--- config.mk ---
export PLATFORM = sky130hd
export DESIGN_NAME = apb_cmd_initiator
export DESIGN_NICKNAME = d
export VERILOG_FILES = /design/src/rtl/apb_cmd_initiator.sv
export SDC_FILE = /design/constraint.sdc
export NUM_CORES = 1
export LEC_CHECK = 0
export BUFFER_PORTS_ARGS = -buffer_cell sky130_fd_sc_hd__buf_2
export CORE_ASPECT_RATIO = 1.1
export CORE_MARGIN = 4
export CORE_UTILIZATION = 53
export CTS_CLUSTER_SIZE = 12
export DETAILED_ROUTE_END_ITERATION = 8
export PLACE_DENSITY = 0.85
export SETUP_SLACK_MARGIN = 0.05
export SLEW_MARGIN = 20
export SYNTH_ARGS = -nofsm -noshare
export SYNTH_HDL_FRONTEND = slang
export SYNTH_SLANG_ARGS = --single-unit
export TNS_END_PERCENT = 20
--- constraint.sdc ---
create_clock -name PCLK -period 3.6 [get_ports PCLK]
set_input_delay 0.36 -clock PCLK [delete_from_list [all_inputs] [get_ports PCLK]]
set_output_delay 0.36 -clock PCLK [all_outputs]
set_load 0.02 [all_outputs]
--- src/rtl/apb_cmd_initiator.sv ---
// APB requester: turns single-beat valid/ready commands into APB SETUP/ACCESS
// transfers and returns one response per command. Only one transfer is in flight at a time.
module apb_cmd_initiator #(
   parameter int ADDR_W  = 6,
   parameter int DATA_W  = 32,
   parameter int TIMEOUT = 256
) (
   input  logic              PCLK,
   input  logic              PRESETn,
   // Command and response channels: a transfer happens on a PCLK edge where
   // valid & ready are both high; valid, once raised, holds its payload until then.
   input  logic              cmd_valid,
   output logic              cmd_ready,
   input  logic              cmd_write,
   input  logic [ADDR_W-1:0] cmd_addr,
   input  logic [DATA_W-1:0] cmd_wdata,
   output logic              rsp_valid,
   input  logic              rsp_ready,
   output logic [DATA_W-1:0] rsp_rdata,
   output logic              rsp_err,
   output logic              rsp_timeout,
   output logic              busy,
   output logic              PSEL,
   output logic              PENABLE,
   output logic              PWRITE,
   output logic [ADDR_W-1:0] PADDR,
   output logic [DATA_W-1:0] PWDATA,
   input  logic [DATA_W-1:0] PRDATA,
   input  logic              PREADY,
   input  logic              PSLVERR
);

   localparam bit          TO_EN     = (TIMEOUT != 0);
   localparam logic [15:0] WAIT_LAST = TO_EN ? 16'(TIMEOUT - 1) : 16'd0;

   typedef enum logic [1:0] {
      S_IDLE   = 2'd0,
      S_SETUP  = 2'd1,
      S_ACCESS = 2'd2,
      S_RESP   = 2'd3
   } state_t;

   state_t      state_q;
   state_t      state_d;
   logic [15:0] wait_cnt;
   logic        timeout_hit;

   // Completion takes priority: a ready slave on the last allowed cycle is not a timeout.
   assign timeout_hit = TO_EN && !PREADY && (wait_cnt == WAIT_LAST);

   always_ff @(posedge PCLK or negedge PRESETn) begin
      if (!PRESETn) begin
         state_q <= S_IDLE;
      end else begin
         state_q <= state_d;
      end
   end

   always_comb begin
      state_d = state_q;
      case (state_q)
         S_IDLE:   if (cmd_valid) state_d = S_SETUP;
         S_SETUP:  state_d = S_ACCESS;
         S_ACCESS: if (PREADY || timeout_hit) state_d = S_RESP;
         S_RESP:   if (rsp_ready) state_d = S_IDLE;
         default:  state_d = S_IDLE;
      endcase
   end

   always_comb begin
      cmd_ready = (state_q == S_IDLE);
      busy      = (state_q != S_IDLE);
   end

   always_ff @(posedge PCLK or negedge PRESETn) begin
      if (!PRESETn) begin
         PSEL        <= 1'b0;
         PENABLE     <= 1'b0;
         PWRITE      <= 1'b0;
         PADDR       <= '0;
         PWDATA      <= '0;
         rsp_valid   <= 1'b0;
         rsp_rdata   <= '0;
         rsp_err     <= 1'b0;
         rsp_timeout <= 1'b0;
         wait_cnt    <= 16'd0;
      end else begin
         case (state_q)
            S_IDLE: begin
               if (cmd_valid) begin
                  PWRITE  <= cmd_write;
                  PADDR   <= cmd_addr;
                  // Reads leave the last write data on the bus.
                  if (cmd_write) PWDATA <= cmd_wdata;
                  PSEL    <= 1'b1;
                  PENABLE <= 1'b0;
               end
            end
            S_SETUP: begin
               PENABLE  <= 1'b1;
               wait_cnt <= 16'd0;
            end
            S_ACCESS: begin
               if (PREADY) begin
                  rsp_rdata   <= PWRITE ? '0 : PRDATA;
                  rsp_err     <= PSLVERR;
                  rsp_timeout <= 1'b0;
                  rsp_valid   <= 1'b1;
                  PSEL        <= 1'b0;
                  PENABLE     <= 1'b0;
               end else if (timeout_hit) begin
                  rsp_rdata   <= '0;
                  rsp_err     <= 1'b1;
                  rsp_timeout <= 1'b1;
                  rsp_valid   <= 1'b1;
                  PSEL        <= 1'b0;
                  PENABLE     <= 1'b0;
               end else if (wait_cnt != 16'hFFFF) begin
                  wait_cnt <= wait_cnt + 16'd1;
               end
            end
            S_RESP: begin
               if (rsp_ready) rsp_valid <= 1'b0;
            end
            default: ;
         endcase
      end
   end

endmodule

==> results.json <==
{
  "relSlewSlack_pct": 54.2,
  "grt_antenna_before_repair": 0,
  "nets": 571,
  "slew_violations": 0,
  "wl_per_cell_um": 17.5,
  "start_util_pct": 55.2,
  "drtIter0Drc": 261,
  "path_max_fanout": 33,
  "nFillCells": 579,
  "first_pass_iters": 4,
  "drt-total-wl_um": 10400,
  "vdd_drop_max_mv": 0.558,
  "post_synth_instance_area_sq_um": 4200,
  "async_flop_share_pct": 100,
  "setup.worst_path.end_class": "flop",
  "antenna_left": 0,
  "fin_setup_tns_ps": 0,
  "cp.arrival_ps": 2580,
  "yosys.area_share.simple_pct": 11.6,
  "syn_area_per_cell_sq_um": 12.5,
  "track_usage_pct": 22.7,
  "io_pins": 155,
  "num_rows": 33,
  "syn_inst": 337,
  "cts_max_path_buffers": 2,
  "cp.required_ps": 3850,
  "maxCapViolations": 0,
  "yosys-mux-area-fraction_pct": 11.7,
  "crit_type": "flop to flop",
  "insertion_delay_ps": 360,
  "numPortBuffers": 154,
  "synthXorXnorAreaFrac_pct": 0,
  "hold_violations": 0,
  "viasPerCell": 5.57,
  "drc_errors": 0,
  "drive_above_1_share_pct": 46.1,
  "p_sw_share_pct": 41.1,
  "hpwl_um": 7720,
  "outcome": "completed",
  "root_buffer": "clkbuf_8",
  "startpoint_type": "flop",
  "synth_compound_area_share_pct": 14.5,
  "clk_pin_slew_ps": 100,
  "seq_power_share_pct": 40.1,
  "die_area_sq_um": 9410,
  "intPower_mw": 2.53,
  "die_y_um": 101,
  "mostFrequentLayoutCells": "buf_2 (153), dfrtp_1 (94), mux2_2 (40)",
  "grt_setup_unrepaired": "false",
  "synth_nets": 421,
  "syn_to_final_growth_pct": 24.6,
  "dr_total_vias": 3324,
  "pwr-share-clk_pct": 15.4,
  "tightest_slew_ps": 681,
  "ys_types": 38,
  "whs_ps": 200,
  "grt-ovfl-total": 0,
  "synth_edf_count": 0,
  "n_antenna_cell": 0,
  "synth_warnings": 0,
  "ctsHtreeMaxLevel": 3,
  "fin_skew_ps": 16.6,
  "setup_viol": 0,
  "p_per_area_nw_per_um2": 820,
  "multi_input_area_sq_um": 1670,
  "post_cts_resized": 0,
  "gp_congestion": 0.868,
  "seqCellArea_sq_um": 2350,
  "first_global_vias": 3531,
  "timing.final.crit_share_pct": 64.9,
  "numCtsBuffers": 9,
  "mostFrequentLayoutCell": "buf_2",
  "synth_fa_ha_area_share_pct": 2.09,
  "synth_top_family_by_area": "compound AO/OA/AOI/OAI gates",
  "ys.flop_type": "dfrtp_1",
  "min_period_ps": 2340,
  "ys_seq_area_share_pct": 56.1,
  "p_comb_share_pct": 44.5,
  "cts.sinks": 94,
  "grt_pass1_wl_um": 16900,
  "grt_max_degree": 42,
  "synth_seq_cells": 94,
  "chipWidth_um": 92.8,
  "cts_tree": "built",
  "hold_path.class": "input port to flop",
  "p_sw_mw": 1.76,
  "fmaxAchievable_ghz": 0.428,
  "core_area_sq_um": 7600,
  "p_total_mw": 4.29,
  "p_leak_nw": 2.52
}
[power by group through the flow]
stage | clock network, mW | registers [mW] | logic (mW)
floorplan | 0 | 2.20 | 0.783
global placement | 0 | 1.72 | 1.87
detailed placement | 0 | 1.73 | 1.93
CTS | 0.671 | 1.72 | 1.93
global route | 0.730 | 1.78 | 2.05
finish | 0.660 | 1.72 | 1.91
[cells in the mapped netlist (2+ instances only)]
| cell | count | area [sq um] |
|---|---|---|
| mux2i_1 | 4 | 40.0 |
| a211oi_1 | 2 | 15.0 |
| o211ai_1 | 4 | 30.0 |
| inv_1 | 16 | 60.1 |
| nand2_1 | 18 | 67.6 |
| buf_6 | 4 | 45.0 |
| nor2_1 | 3 | 11.3 |
| nor4_1 | 7 | 43.8 |
| a22o_1 | 32 | 280 |
| ha_1 | 7 | 87.6 |
| and3_1 | 2 | 12.5 |
| o21ai_0 | 4 | 20.0 |
| o311ai_0 | 7 | 61.3 |
| or4_1 | 2 | 15.0 |
| nand3_1 | 8 | 40.0 |
| o31ai_1 | 3 | 22.5 |
| dfrtp_1 | 94 | 2350 |
| nor2b_1 | 4 | 25.0 |
| nand2b_1 | 5 | 31.3 |
| or4_4 | 2 | 22.5 |
| nand4_1 | 18 | 113 |
| mux2_2 | 40 | 450 |
| and4_1 | 5 | 43.8 |
| a31o_2 | 6 | 52.6 |
| nor3_1 | 4 | 20.0 |
| a21oi_1 | 7 | 35.0 |
| o221ai_1 | 2 | 17.5 |
| clkbuf_1 | 17 | 63.8 |
[registers in the layout, summed over array words and instances, names as in the netlist]
register     flops
PWRITE           1
PENABLE          1
wait_cnt        16
PADDR            6
PSEL             1
PWDATA          32
rsp_valid        1
rsp_rdata       32
rsp_timeout      1
state_q          2
rsp_err          1
[per-layer routing]
layer | wire (um) | track usage (%) | up-vias
met5 | 0 | 0 | -
met4 | 157 | 9.24 | 0
met3 | 911 | 7.21 | 15
met2 | 5280 | 37.8 | 140
met1 | 4090 | 27.6 | 1592
li1 | - | - | 1577
[what timing repair did]
item,4_1_cts,5_1_grt
hold buffers,1,0
buffers inserted,0,0
endpoints found under the hold margin,18,0
[worst max-delay path, stage by stage (launching register included)]
cell and delay [ps]:
dfrtp_1 440, nand4_1 520, o41ai_4 650, nand2_4 290, a22o_1 320
[path summary, 6_finish.rpt]
kind	startpoint	end	slack, ps	cells after the start
min in group asynchronous	PRESETn	wait_cnt[12]	410	2
hold / removal	PRDATA[16]	rsp_rdata[16]	200	2
setup reg to reg	wait_cnt[5]	rsp_rdata[28]	1260	4
setup / recovery	wait_cnt[5]	rsp_rdata[28]	1260	4
hold reg to reg	rsp_rdata[6]	rsp_rdata[6]	510	1
max in group asynchronous	PRESETn	rsp_rdata[17]	2400	3
[metrics by stage]
stage               instance area [sq um]  util (%)  setup WS (ps)  std cells
floorplan                            4200         -           1620        337
global placement                     5030      66.3           1380        580
detailed placement                   5030      66.3           1250        580
CTS                                  5230      68.8           1260        597
global route                         5230      68.8           1070        597
finish                               5230      68.8           1260        597
[layout make-up]
class | instances | share of cell area, %
Sequential cell | 94 | 45.0
Clock buffer | 11 | 2.70
Inverter | 16 | 1.15
Timing Repair Buffer | 161 | 15.8
Clock inverter | 5 | 0.814
Multi-Input combinational cell | 205 | 32.0
Tap cell | 105 | 2.51
[cells by family (layout without fill, tap and decap cells)]
family,Yosys count,in the layout
fa+ha+maj,7,7
buf+inv,38,193
compound gates,73,73
flops,94,94
simple gates,81,81
mux,44,44
Note: power is estimated with default switching activity, not from simulation.
